--- src/rtl/lc4_branch_predictor.sv ---
// Fetch-side branch predictor: direct-mapped BTB with 2-bit saturating counters,
// trained by execute-stage resolutions. `LC4_BP_STATS_EN adds resolve/mispredict counters.
module lc4_branch_predictor #(
    parameter int INDEX_BITS = 4
) (
    input  logic        clk,
    input  logic        rst_n,
    input  logic        gwe,
    input  logic [15:0] fetch_pc,
    output logic        pred_taken,
    output logic [15:0] pred_pc,
    input  logic        resolve_valid,
    input  logic [15:0] resolve_pc,
    input  logic        resolve_is_branch,
    input  logic        resolve_taken,
    input  logic [15:0] resolve_target,
    input  logic [15:0] resolve_pred_pc,
    output logic        mispredict,
    output logic [15:0] redirect_pc
`ifdef LC4_BP_STATS_EN
    ,
    output logic [15:0] stat_resolved,
    output logic [15:0] stat_mispredicts
`endif
);
    localparam int ENTRIES = 1 << INDEX_BITS;
    localparam int TAG_W   = 16 - INDEX_BITS;

    logic [ENTRIES-1:0] valid_q;
    logic [TAG_W-1:0]   tag_q [ENTRIES];
    logic [15:0]        tgt_q [ENTRIES];
    logic [1:0]         ctr_q [ENTRIES];

    logic               mispredict_q, mispredict_d;
    logic [15:0]        redirect_pc_q, redirect_pc_d;

    // Lookup
    logic [INDEX_BITS-1:0] f_idx;
    logic                  f_hit;

    assign f_idx      = fetch_pc[INDEX_BITS-1:0];
    assign f_hit      = valid_q[f_idx] && (tag_q[f_idx] == fetch_pc[15:INDEX_BITS]);
    assign pred_taken = f_hit && ctr_q[f_idx][1];
    assign pred_pc    = pred_taken ? tgt_q[f_idx] : fetch_pc + 16'd1;

    // Training: only the entry at r_idx can change on a given edge
    logic [INDEX_BITS-1:0] r_idx;
    logic [TAG_W-1:0]      r_tag;
    logic                  r_hit;
    logic                  upd;
    logic [15:0]           actual_pc;
    logic                  ent_we_d;
    logic [TAG_W-1:0]      ent_tag_d;
    logic [15:0]           ent_tgt_d;
    logic [1:0]            ent_ctr_d;

    assign r_idx     = resolve_pc[INDEX_BITS-1:0];
    assign r_tag     = resolve_pc[15:INDEX_BITS];
    assign r_hit     = valid_q[r_idx] && (tag_q[r_idx] == r_tag);
    assign upd       = resolve_valid && gwe;
    assign actual_pc = resolve_taken ? resolve_target : resolve_pc + 16'd1;

    always_comb begin
        ent_we_d  = 1'b0;
        ent_tag_d = r_tag;
        ent_tgt_d = tgt_q[r_idx];
        ent_ctr_d = ctr_q[r_idx];
        if (upd) begin
            if (r_hit && resolve_is_branch) begin
                ent_we_d = 1'b1;
                if (resolve_taken) begin
                    ent_ctr_d = (ctr_q[r_idx] == 2'b11) ? 2'b11 : ctr_q[r_idx] + 2'd1;
                    ent_tgt_d = resolve_target;
                end else begin
                    ent_ctr_d = (ctr_q[r_idx] == 2'b00) ? 2'b00 : ctr_q[r_idx] - 2'd1;
                end
            end else if (r_hit) begin
                ent_we_d  = 1'b1;
                ent_ctr_d = 2'b11;
                ent_tgt_d = resolve_target;
            end else if (resolve_taken) begin
                // Allocation evicts whatever alias occupied this index
                ent_we_d  = 1'b1;
                ent_tgt_d = resolve_target;
                ent_ctr_d = resolve_is_branch ? 2'b10 : 2'b11;
            end
        end
    end

    always_comb begin
        mispredict_d  = mispredict_q;
        redirect_pc_d = redirect_pc_q;
        if (upd) begin
            mispredict_d  = (actual_pc != resolve_pred_pc);
            redirect_pc_d = actual_pc;
        end else if (gwe) begin
            mispredict_d  = 1'b0;
        end
    end

    always_ff @(posedge clk or negedge rst_n) begin
        if (!rst_n) begin
            valid_q <= '0;
            for (int i = 0; i < ENTRIES; i++) begin
                tag_q[i] <= '0;
                tgt_q[i] <= '0;
                ctr_q[i] <= 2'b00;
            end
        end else if (ent_we_d) begin
            valid_q[r_idx] <= 1'b1;
            tag_q[r_idx]   <= ent_tag_d;
            tgt_q[r_idx]   <= ent_tgt_d;
            ctr_q[r_idx]   <= ent_ctr_d;
        end
    end

    always_ff @(posedge clk or negedge rst_n) begin
        if (!rst_n) begin
            mispredict_q  <= 1'b0;
            redirect_pc_q <= 16'h0000;
        end else begin
            mispredict_q  <= mispredict_d;
            redirect_pc_q <= redirect_pc_d;
        end
    end

    assign mispredict  = mispredict_q;
    assign redirect_pc = redirect_pc_q;

`ifdef LC4_BP_STATS_EN
    logic [15:0] stat_resolved_q, stat_resolved_d;
    logic [15:0] stat_mis_q, stat_mis_d;

    always_comb begin
        stat_resolved_d = stat_resolved_q;
        stat_mis_d      = stat_mis_q;
        if (upd) begin
            stat_resolved_d = stat_resolved_q + 16'd1;
            if (mispredict_d) stat_mis_d = stat_mis_q + 16'd1;
        end
    end

    always_ff @(posedge clk or negedge rst_n) begin
        if (!rst_n) begin
            stat_resolved_q <= 16'h0000;
            stat_mis_q      <= 16'h0000;
        end else begin
            stat_resolved_q <= stat_resolved_d;
            stat_mis_q      <= stat_mis_d;
        end
    end

    assign stat_resolved    = stat_resolved_q;
    assign stat_mispredicts = stat_mis_q;
`endif

endmodule

--- config.mk ---
export PLATFORM = sky130hd
export DESIGN_NAME = lc4_branch_predictor
export DESIGN_NICKNAME = d
export VERILOG_FILES = /design/src/rtl/lc4_branch_predictor.sv
export SDC_FILE = /design/constraint.sdc
export NUM_CORES = 1
export LEC_CHECK = 0
export BUFFER_PORTS_ARGS = -buffer_cell sky130_fd_sc_hd__buf_2
export CAP_MARGIN = 20
export CORE_ASPECT_RATIO = 0.6
export CORE_MARGIN = 3
export CORE_UTILIZATION = 55
export CTS_CLUSTER_DIAMETER = 100
export DETAILED_ROUTE_END_ITERATION = 6
export PLACE_DENSITY = 0.72
export REMOVE_ABC_BUFFERS = 1
export SKIP_CTS_REPAIR_TIMING = 1
export SYNTH_ARGS = -nofsm -noshare
export SYNTH_HDL_FRONTEND = slang
export SYNTH_SLANG_ARGS = --single-unit
--- constraint.sdc ---
create_clock -name clk -period 9.6 [get_ports clk]
set_clock_uncertainty 0.15 [all_clocks]
set_input_delay 1.44 -clock clk [delete_from_list [all_inputs] [get_ports clk]]
set_output_delay 1.44 -clock clk [all_outputs]
set_load 0.005 [all_outputs]
== Yosys cells after proc, flatten, opt, wreduce, memory -nomap -nowiden ==
Cells that the tools add are included.

* Register bits: 513
* Latch bits: 0
* Bits in writable memories: 0
* Memory bits (read-only): 0
* Input port bits: 70
* Output and inout bits: 34
* Memories: 0

* Add/subtract/negate cells: 4
* $mul: 0
* Divide/modulo/power cells: 0
* $lt $le $gt $ge: 6
* Equal/unequal tests: 4
* Shift-type cells: 0
* Muxes and demuxes: 53
* Bitwise operators: 3
* Reductions and logical operators: 9

{| class="wikitable"
|+ Operators with widths
! cell !! count
|-
| $bwmux W256 || 1
|-
| $bwmux W192 || 1
|-
| $mux W16 || 11
|-
| $bmux W16 S4 || 2
|-
| $bmux W12 S4 || 2
|-
| $demux W16 S4 || 1
|-
| $mux W12 || 5
|-
| $demux W12 S4 || 1
|-
| $add A16 B1 Y16 const B || 2
|-
| $bwmux W32 || 1
|-
| $eq A12 B12 Y1 || 2
|-
| $mux W2 || 12
|-
| $bmux W2 S4 || 2
|-
| $ne A16 B16 Y1 || 1
|-
| $or A16 B16 Y16 || 1
|-
| $ge A5 B5 Y1 const B || 2
|-
| $lt A4 B5 Y1 const B || 2
|-
| $mux W1 || 10
|-
| $not A4 Y5 || 2
|-
| $bmux W1 S4 || 2
|-
| $demux W2 S4 || 1
|-
| $logic_and A1 B1 Y1 || 7
|-
| $lt A5 B1 Y1 const B || 1
|-
| $demux W1 S4 || 1
|-
| 6 further kinds || 6
|}

== Depth between registers and ports, before layout ==
Gate-level depths: netlist of the first run.

* Depth after elaboration: 10
* Gate-level depth with buffers: 16
* Gate-level depth less buffers: 10

== Worst setup path after synthesis of the first run ==
Ideal clock, no wire load.

* Kind: input port to output port
* Start point: in fetch_pc[0]
* End point: out pred_pc[0]
* Data arrival time: 4.294 ns
* Data required time: 8.010 ns
* Slack: 3.716 ns
* Stages: 10
* Buffers on the path: 3
* Cells stage by stage: buf_2 -> buf_1 -> mux4_2 -> mux4_2 -> xnor2_1 -> nand4_1 -> nor4_1 -> nand4_1 -> clkbuf_1 -> a21oi_1

* Cells in the longest elaborated chain, start to end: 8
* Elaborated cells on any way between the ends: 17
* Classes of those cells: add/sub (1); eq/ne (1); mux (12); bitwise (1); reduce/logical (2)

{| class="wikitable"
|+ RTL lines
! element !! line !! text
|-
| from (decl) || 9 || <nowiki>input logic [15:0] fetch_pc,</nowiki>
|-
| $not A4 Y5 (implied by the code) || 42, 43, 44 ||
|-
| $bmux W12 S4 || 42 || <nowiki>assign f_hit = valid_q[f_idx] && (tag_q[f_idx] == fetch_pc[15:INDEX_BITS]);</nowiki>
|-
| $mux W12 (implied by the code) (2 in a row) || 42 ||
|-
| $eq A12 B12 Y1 || 42 ||
|-
| $logic_and A1 B1 Y1 || 42 ||
|-
| $logic_and A1 B1 Y1 || 43 || <nowiki>assign pred_taken = f_hit && ctr_q[f_idx][1];</nowiki>
|-
| $mux W16 (*) || 44 || <nowiki>assign pred_pc = pred_taken ? tgt_q[f_idx] : fetch_pc + 16'd1;</nowiki>
|-
| to (decl) || 11 || <nowiki>output logic [15:0] pred_pc,</nowiki>
|}

Mark *: on every way between the ends. The rest lies on a longest branch, timed or not. The select of a mux whose other input is x is not followed.

== Worst setup path in the final report of the first run ==
* Start point: in fetch_pc[0]
* End point: out pred_pc[5]

Same word-level chain as after synthesis.

==> results of run 1 <==
-- registers in the layout (all words and copies together), names as in the netlist --
register	count
redirect_pc	16
mispredict	1
tag_q	192
valid_q	16
tgt_q	256
ctr_q	32
-- placed cells by master (no fill, tap or decap), types with 44 or more instances in the layout --
master | netlist | routed
dfrtp_1 | 513 | 513
nand2_1 | 345 | 345
mux4_2 | 265 | 265
o21ai_0 | 207 | 207
mux2_2 | 195 | 195
o21ai_2 | 100 | 100
buf_2 | 59 | 97
nor2_1 | 68 | 67
clkbuf_16 | 0 | 49
buf_4 | 10 | 44
-- layer usage --
layer / track usage (%) / wire length, um / vias to the layer above
met3: 9.63 / 10000 / 207
met1: 46.7 / 35300 / 10700
met2: 46.1 / 37900 / 1250
met5: 0 / 21 / -
met4: 11.2 / 3370 / 4
li1: - / - / 8532
-- worst min path at each step --
stage,from,endpoint,slack [ps],depth (start not counted)
2_1_floorplan,valid_q[10]$_DFFE_PN0P_,valid_q[10]$_DFFE_PN0P_,300,1
3_3_place_gp,redirect_pc[15]$_DFFE_PN0P_,redirect_pc[15]$_DFFE_PN0P_,310,2
3_5_place_dp,redirect_pc[15]$_DFFE_PN0P_,redirect_pc[15]$_DFFE_PN0P_,320,2
4_1_cts,redirect_pc[15]$_DFFE_PN0P_,redirect_pc[15]$_DFFE_PN0P_,330,2
5_1_grt,redirect_pc[15]$_DFFE_PN0P_,redirect_pc[15]$_DFFE_PN0P_,350,2
6_report,redirect_pc[15]$_DFFE_PN0P_,redirect_pc[15]$_DFFE_PN0P_,330,2
-- layout make-up --
cell class	count	area (um^2)
clock buffers	60	1340
clock inverters	29	432
fillers	3820	18900
inverters	27	101
multi-input cells	1557	14700
flip-flops and latches	513	12800
well taps	682	853
repair buffers	156	1020
-- power by group through the flow --
| stage | combinational, mW | clock (mW) | sequential (mW) |
|---|---|---|---|
| 6_report | 0.801 | 2.15 | 2.49 |
| 5_1_grt | 0.862 | 2.27 | 2.50 |
| 4_1_cts | 0.789 | 2.17 | 2.48 |
| 3_5_place_dp | 0.786 | 0 | 2.52 |
| 3_3_place_gp | 0.765 | 0 | 2.50 |
| 2_1_floorplan | 0.478 | 0 | 2.46 |
-- per-stage QoR --
stage | util, % | hold slack, ps | power (mW) | area (um^2) | setup WS, ps
finish | 62.3 | 332 | 5.44 | 31300 | 2500
global route | 62.3 | 355 | 5.63 | 31300 | 2290
CTS | 62.0 | 331 | 5.43 | 31100 | 2520
detailed placement | 58.5 | 316 | 3.30 | 29400 | 2560
global placement | 58.5 | 312 | 3.27 | 29400 | 2540
floorplan | - | 301 | 2.94 | 27400 | 3180
-- synthesized netlist by cell type, types with 26 or more instances --
master    count
a21oi_1      41
buf_2        59
clkbuf_1    127
dfrtp_1     513
inv_1        26
mux2_2      195
mux2i_1      41
mux4_2      265
nand2_1     345
nand3_1      35
nor2_1       68
o21ai_0     207
o21ai_2     100
xnor2_1      32
xor2_1       33
-- worst max-delay path: stages --
cell      delay (ps)
clkbuf_8         490
buf_4            600
mux4_2           590
mux4_2           540
xnor2_1          260
nand4_1          130
nor4_1           430
nand4_1          150
buf_4            280
nor2_1           260
a21oi_1          100
buf_2            160
-- cells by family (layout without fill, tap and decap cells) --
group,after synthesis,after routing,synth area share (%)
adder cells (fa/ha/maj),5,5,0.220
buffers and inverters,250,272,4.10
flip-flops,513,513,45.1
XOR/XNOR,65,65,2.00
AO/OA/AOI/OAI,435,435,9.78
multiplexers,511,511,30.6
AND/OR/NAND/NOR,541,541,8.15
==> flow_summary_export.csv, run 1 <==
group,metric,value,unit
sta,minimum_clock_period,7100,ps
floorplan,coreArea,0.0502,mm^2
power_and_ir_drop,p_leak,13.4,nW
logic_synthesis,mappedNetlistArea,0.0284,mm^2
clock_network,cts.sinks,513,
power_and_ir_drop,internal_power,3.99,mW
sta,max-slew-margin-rel,22.2,%
place,placedCellCount,2922,
power_and_ir_drop,swShare,26.6,%
clock_network,h-tree-depth,2,
critical_path,setup.worst_path.class,"in -> out",
finish,finish.net_count,2378,
clock_network,ctsRootBufferMaster,"clkbuf_16",
logic_synthesis,synthesis.area_per_instance,12.3,um^2
global_routing,global_route_wire_length_before_repair,132,mm
detailed_routing,viasPerCell,6.84,
detailed_routing,via_count,20700,
detailed_routing,totalWireLength,86.6,mm
critical_path,rr_startpoint,"tag_q[76]$_DFFE_PN0P_",
critical_path,worstPathMaxFanout,53,
logic_synthesis,synthesis.yosys.warnings,0,
critical_path,crit_start,"fetch_pc[0]",
sta,worst_pin_slew,1170,ps
logic_synthesis,post_synth_top_area_share,45.1,%
worst_hold_path,holdCritPathClass,"reg -> reg",
run_status,run_status,"completed",
critical_path,crit_path_capture_type,"output pin",
detailed_routing,postRouteAntennaNets,0,
place,io_buffers,103,
detailed_routing,dr.pass1.iters,6,
logic_synthesis,post_synth_inst_count,2320,
power_and_ir_drop,p_sw,1.44,mW
floorplan,placement_rows,63,
clock_network,cts.reportedPaths.clkPinSlew,70,ps
sta,fmaxAchievable,141,MHz
logic_synthesis,ys_seq_elements,513,
power_and_ir_drop,clock_power_share,39.5,%
global_routing,global_route.usage.total,32.0,%
critical_path,cp.required,8010,ps
detailed_routing,drt-initial-drc-count,2685,
finish,fin_cells,3024,
clock_network,tritoncts,"done",
critical_path,critical_path_arrival,5510,ps
logic_synthesis,synth_area_leader_cell,"dfrtp_1",
logic_synthesis,synth.distinct_cells,53,
clock_network,clk_path_buf_depth,3,
critical_path,timing_endpoint_of_the_critical_path,"pred_pc[5]",
floorplan,dieHeight,182,um
finish,drive_above_1_share,35.5,%
detailed_routing,routedWlPerCell,28.6,um
critical_path,worstSetupStartpointType,"input port",
floorplan,floorplan.initialDensity,56.7,%
finish,areaGrowthSynthToFinish,9.95,%
power_and_ir_drop,power_frac_seq,45.7,%
critical_path,critical_path.reg2reg.endpoint,"tag_q[111]$_DFFE_PN0P_",
sta,final-hold-violation-count,0,
place,place.detailed.hpwl,54.6,mm
sta,fraction_of_the_cycle_the_final_worst_path_needs,74.0,%
sta,timing.setup.tns,0,ps
global_routing,vias_in_the_first_global_route,20700,
clock_network,insertion_delay,590,ps
floorplan,io-pin-count,104,
power_and_ir_drop,share_comb_of_total_power,14.7,%
place,place_congestion,0.948,
finish,antenna_cells,0,
logic_synthesis,yosysSeqAreaShare,45.1,%
power_and_ir_drop,vdd.ir_drop.worst,136,uV
critical_path,rrSetupSlack,4520,ps
power_and_ir_drop,power.density_cell_area,174,mW/mm^2
sta,report.final.slew_viol_count,0,
floorplan,die_wd,300,um
clock_network,cts_inserted_buffers,48,
sta,grt_setup_unrepaired,"false",
logic_synthesis,postSynth.asyncResetShare,100,%
global_routing,gr-total-overflow,0,
job,drv_cap,0,
detailed_routing,drt_drc_violations_left,0,
sta,setup-violations-final,0,
floorplan,die-area,0.0546,mm^2
logic_synthesis,most_area_consuming_cells_after_synthesis,"dfrtp_1 (45%), mux4_2 (21%), mux2_2 (7.7%)",
global_routing,initial_antenna_violation_count,2,
logic_synthesis,synth-edff-count,0,
critical_path,worst_r2r_path_depth,9,
global_routing,grt_max_degree,174,
logic_synthesis,synth_top_flop_cell,"dfrtp_1",
Power figures use the tool's default switching activity.
==> run 2, diff against run 1 <==
clock period = 7.24 ns   (was 9.6 ns; I/O delays follow)
==> flow_summary_export.csv, run 2 (synthesis results as in run 1) <==
group,metric,value,unit
run_status,run_status,"completed",
place,dp_slack,816,ps
sta,fmaxAchievable,163,MHz
critical_path,crit_chain,"clkbuf_8 > mux4_2 > mux4_2 > xnor2_1 > nand4_1 > nor4_1 > nand4_1 > buf_4 > nor2_1 > a21oi_1 > buf_2",
sta,minimum_clock_period,6130,ps
finish,layout_common_cells,"dfrtp_1 (513), nand2_1 (345), mux4_2 (265)",
floorplan,io-pin-count,104,
global_routing,global_route_wire_length_before_repair,134,mm
clock_network,clk_path_buf_depth,3,
sta,report.final.slew_viol_count,0,
critical_path,critical_path.reg2reg.endpoint,"tgt_q[244]$_DFFE_PN0P_",
clock_network,cts.reportedPaths.clkPinSlew,60,ps
finish,drive_above_1_share,35.5,%
clock_network,ctsRootBufferMaster,"clkbuf_16",
place,io_buffers,103,
critical_path,cpLargestDelayFamily,"simple AND/OR/NAND/NOR gates",
detailed_routing,postRouteAntennaNets,0,
worst_hold_path,holdCritPathClass,"reg -> reg",
sta,grt_setup_unrepaired,"false",
sta,worst_pin_slew,1100,ps
finish,largestRegisters,"tgt_q (256), tag_q (192), ctr_q (32)",
finish,finish.net_count,2392,
worst_hold_path,hold_depth,2,
clock_network,h-tree-depth,2,
sta,setup_slack,1110,ps
finish,mostFrequentLayoutCell,"dfrtp_1",
place,place.detailed.hpwl,58.2,mm
detailed_routing,viasPerCell,6.86,
critical_path,worst_path_max_delay_cell,"mux4_2",
power_and_ir_drop,vdd.ir_drop.worst,193,uV
sta,timing.setup.tns,0,ps
detailed_routing,dr.pass1.iters,6,
detailed_routing,drt-initial-drc-count,2762,
place,place_area,0.0296,mm^2
critical_path,worstPathMaxFanout,61,
critical_path,setup.worst_path.class,"in -> out",
global_routing,grt_max_degree,135,
critical_path,cp.required,6000,ps
clock_network,tritoncts,"done",
floorplan,die-area,0.0546,mm^2
clock_network,insertion_delay,580,ps
critical_path,critical_path_arrival,4890,ps
global_routing,global_route.usage.total,32.8,%
floorplan,die_wd,300,um
global_routing,vias_in_the_first_global_route,20800,
worst_hold_path,hold_start,"redirect_pc[5]$_DFFE_PN0P_",
critical_path,rr_startpoint,"tag_q[18]$_DFFE_PN0P_",
job,drv_cap,0,
detailed_routing,totalWireLength,88.6,mm
clock_network,cts_inserted_buffers,47,
sta,fraction_of_the_cycle_the_final_worst_path_needs,84.7,%
critical_path,worst_r2r_path_depth,10,
sta,final-hold-violation-count,0,
critical_path,rrSetupSlack,2120,ps
power_and_ir_drop,power.density_cell_area,225,mW/mm^2
floorplan,coreArea,0.0502,mm^2
place,place_congestion,0.960,
finish,areaGrowthSynthToFinish,9.93,%
critical_path,timing.critical_path.slowest_cell_delay,640,ps
power_and_ir_drop,p_leak,13.5,nW
global_routing,initial_antenna_violation_count,2,
finish,largest_register_by_flop_count,"tgt_q",
detailed_routing,via_count,20800,
critical_path,path_buf_inv,3,
floorplan,floorplan.initialDensity,56.7,%
floorplan,placement_rows,63,
sta,setup-violations-final,0,
critical_path,worstSetupStartpointType,"input port",
floorplan,dieHeight,182,um
global_routing,gr-total-overflow,0,
critical_path,crit_path_capture_type,"output pin",
worst_hold_path,worstHoldEndpoint,"redirect_pc[5]$_DFFE_PN0P_",
clock_network,cts.sinks,513,
detailed_routing,routedWlPerCell,29.2,um
finish,design_area,0.0313,mm^2
finish,largest_register_ff_count,256,
detailed_routing,drt_drc_violations_left,0,
sta,max-slew-margin-rel,26.6,%
finish,layout.core_utilization,62.3,%
finish,fill_cells,3849,
## run 2: where the power goes
group	switching, mW	internal (mW)	total [mW]	leakage, nW
logic	0.570	0.512	1.08	5.81
registers	0.199	3.11	3.30	6.86
clock network	1.13	1.51	2.64	0.783
## run 2: worst max path at each step
stage | startpoint | to | slack, ps | cells past startpoint
after floorplan | resolve_pc[3] | ctr_q[12]$_DFFE_PN0P_ | 1180 | 8
after global placement | resolve_pc[0] | tgt_q[33]$_DFFE_PN0P_ | 950 | 11
after detailed placement | resolve_pc[0] | tgt_q[37]$_DFFE_PN0P_ | 820 | 11
after CTS | fetch_pc[0] | pred_pc[8] | 1240 | 11
after global routing | fetch_pc[0] | pred_pc[8] | 930 | 11
final | fetch_pc[0] | pred_pc[8] | 1110 | 11
## run 2: cell type report
cell class,count,area [um^2],area share [%]
Antenna cell,1,2.50,0.00800
Clock buffer,73,1450,4.62
Clock inverter,10,155,0.496
Inverter,27,101,0.324
Multi-Input combinational cell,1557,14700,47.0
Sequential cell,513,12800,41.0
Tap cell,682,853,2.73
Timing Repair Buffer,171,1180,3.78
## run 2: per-layer routing
metal  up-vias  track usage (%)  part of all wire (%)
met2      1276             46.7                    43
met4         2             10.8                   3.6
li1       8559                -                     -
met5         -                0                 0.015
met1     10800             48.6                    41
met3       200             9.71                    12
## run 2: tightest hold or removal path: stages (launching register included)
cell,delay [ps]
dfrtp_1,340
nand2_1,50
o21ai_0,60
## run 2: stage by stage
stage | hold WS, ps | std cells | total power, mW
CTS | 335 | 3030 | 7.04
detailed placement | 320 | 2947 | 4.41
finish | 337 | 3034 | 7.03
global placement | 309 | 2943 | 4.36
global route | 348 | 3033 | 7.28
floorplan | 301 | 2097 | 3.90
==> run 3, diff against run 2 <==
clock period = 6.3 ns   (was 7.24 ns; I/O delays follow)
==> flow_summary_export.csv, run 3 (synthesis results as in run 1) <==
group,metric,value,unit
sta,timing.setup.tns,0,ps
floorplan,floorplan.initialDensity,56.7,%
finish,finish.net_count,2405,
finish,mostFrequentLayoutCell,"dfrtp_1",
finish,layout_common_cells,"dfrtp_1 (513), nand2_1 (345), mux4_2 (265)",
sta,report.final.slew_viol_count,0,
finish,multi_input_comb_area,0.0147,mm^2
power_and_ir_drop,power.density_cell_area,255,mW/mm^2
place,dp_slack,793,ps
floorplan,io-pin-count,104,
detailed_routing,routedWlPerCell,28.4,um
finish,largestRegisters,"tgt_q (256), tag_q (192), ctr_q (32)",
critical_path,worstPathMaxFanout,57,
global_routing,initial_antenna_violation_count,2,
sta,setup_slack,823,ps
sta,fmaxAchievable,183,MHz
clock_network,h-tree-depth,2,
power_and_ir_drop,vdd.ir_drop.worst,185,uV
detailed_routing,viasPerCell,6.85,
sta,fraction_of_the_cycle_the_final_worst_path_needs,86.9,%
global_routing,global_route_wire_length_before_repair,132,mm
sta,final-hold-violation-count,0,
detailed_routing,postRouteAntennaNets,0,
finish,largest_register_ff_count,256,
critical_path,worst_r2r_path_depth,10,
critical_path,crit_start,"fetch_pc[0]",
worst_hold_path,holdCritPathClass,"in -> async",
floorplan,die_wd,300,um
finish,largest_register_by_flop_count,"tgt_q",
finish,final-seq-area,0.0128,mm^2
critical_path,worst_path_max_delay_cell,"mux4_2",
detailed_routing,totalWireLength,86.6,mm
detailed_routing,via_count,20900,
critical_path,rrSetupSlack,1910,ps
clock_network,clk_path_buf_depth,3,
critical_path,rr_startpoint,"tag_q[52]$_DFFE_PN0P_",
floorplan,dieHeight,182,um
place,place.detailed.hpwl,55.6,mm
critical_path,cp.required,5200,ps
sta,max-slew-margin-rel,35.7,%
finish,drive_above_1_share,35.9,%
run_status,run_status,"completed",
finish,areaGrowthSynthToFinish,10.4,%
sta,grt_setup_unrepaired,"false",
place,place_congestion,0.970,
clock_network,cts_inserted_buffers,47,
clock_network,insertion_delay,580,ps
global_routing,vias_in_the_first_global_route,20600,
clock_network,tritoncts,"done",
floorplan,coreArea,0.0502,mm^2
global_routing,gr-total-overflow,0,
job,drv_cap,0,
sta,worst_pin_slew,964,ps
sta,minimum_clock_period,5480,ps
global_routing,global_route.usage.total,32.2,%
detailed_routing,dr.pass1.iters,6,
detailed_routing,drt_drc_violations_left,0,
critical_path,worstSetupStartpointType,"input port",
finish,fill_cells,3798,
clock_network,cts.sinks,513,
detailed_routing,drt-initial-drc-count,2589,
power_and_ir_drop,p_leak,13.5,nW
critical_path,critical_path.reg2reg.endpoint,"tag_q[34]$_DFFE_PN0P_",
place,io_buffers,103,
sta,setup-violations-final,0,
critical_path,timing.critical_path.slowest_cell_delay,590,ps
critical_path,crit_chain,"clkbuf_8 > mux4_2 > mux4_2 > xnor2_1 > nand4_1 > nor4_1 > nand4_1 > buf_4 > a21oi_1 > buf_2",
clock_network,ctsRootBufferMaster,"clkbuf_16",
clock_network,cts.reportedPaths.clkPinSlew,60,ps
critical_path,setup.worst_path.class,"in -> out",
global_routing,grt_max_degree,152,
floorplan,placement_rows,63,
critical_path,critical_path_arrival,4380,ps
critical_path,crit_path_capture_type,"output pin",
floorplan,die-area,0.0546,mm^2
==> run 3: cell count changes in the layout (fill, tap and decap cells not counted), sizes merged <==
cell and change:
buf +13, bufinv +1, clkbuf -9, clkinv +9, clkinvlp -1, diode +2
inv +1
==> run 3: cell type report <==
class	count	area share (%)
clock inverters	20	0.749
inverters	27	0.323
diodes	3	0.0239
clock buffers	64	4.27
flip-flops and latches	513	40.9
multi-input cells	1557	46.8
repair buffers	184	4.29
well taps	682	2.72
==> run 3: how the worst max path moves through the flow <==
stage	endpoint	slack, ps	cells past startpoint
4_1_cts	pred_pc[8]	770	10
6_report	pred_pc[8]	820	10
2_1_floorplan	ctr_q[24]$_DFFE_PN0P_	380	8
3_5_place_dp	pred_pc[8]	790	10
3_3_place_gp	pred_pc[8]	840	10
5_1_grt	pred_pc[8]	580	10
==> run 3: routing by layer <==
layer,global-route usage [%],up-vias,part of all wire [%]
li1,-,8594,-
met1,46.3,10800,40
met2,47.0,1276,44
met3,8.63,223,11
met4,12.5,0,4.3
met5,0,-,0
==> run 3: power by group <==
group | leakage (nW) | internal (mW) | switching [mW] | total [mW]
Sequential | 6.86 | 3.57 | 0.224 | 3.79
Combinational | 5.89 | 0.594 | 0.633 | 1.23
Clock | 0.784 | 1.70 | 1.30 | 3.00
==> run 3: through the flow <==
| step | total power, mW | hold slack (ps) | util, % | area [um^2] | instances |
|---|---|---|---|---|---|
| 2_1_floorplan | 4.48 | 301 | - | 27400 | 2097 |
| 6_report | 8.02 | 203 | 62.6 | 31400 | 3050 |
| 5_1_grt | 8.32 | 249 | 62.6 | 31400 | 3049 |
| 3_5_place_dp | 5.05 | 315 | 59.4 | 29800 | 2963 |
| 4_1_cts | 8.03 | 254 | 62.6 | 31400 | 3047 |
| 3_3_place_gp | 5.00 | 312 | 59.4 | 29800 | 2962 |
==> run 3: worst max-delay path: cells and delay by family <==
kind	cells	cell delay, ps
compound gates	1	280
xor+xnor	1	290
buf+inv	3	950
mux	2	1130
simple gates	3	660
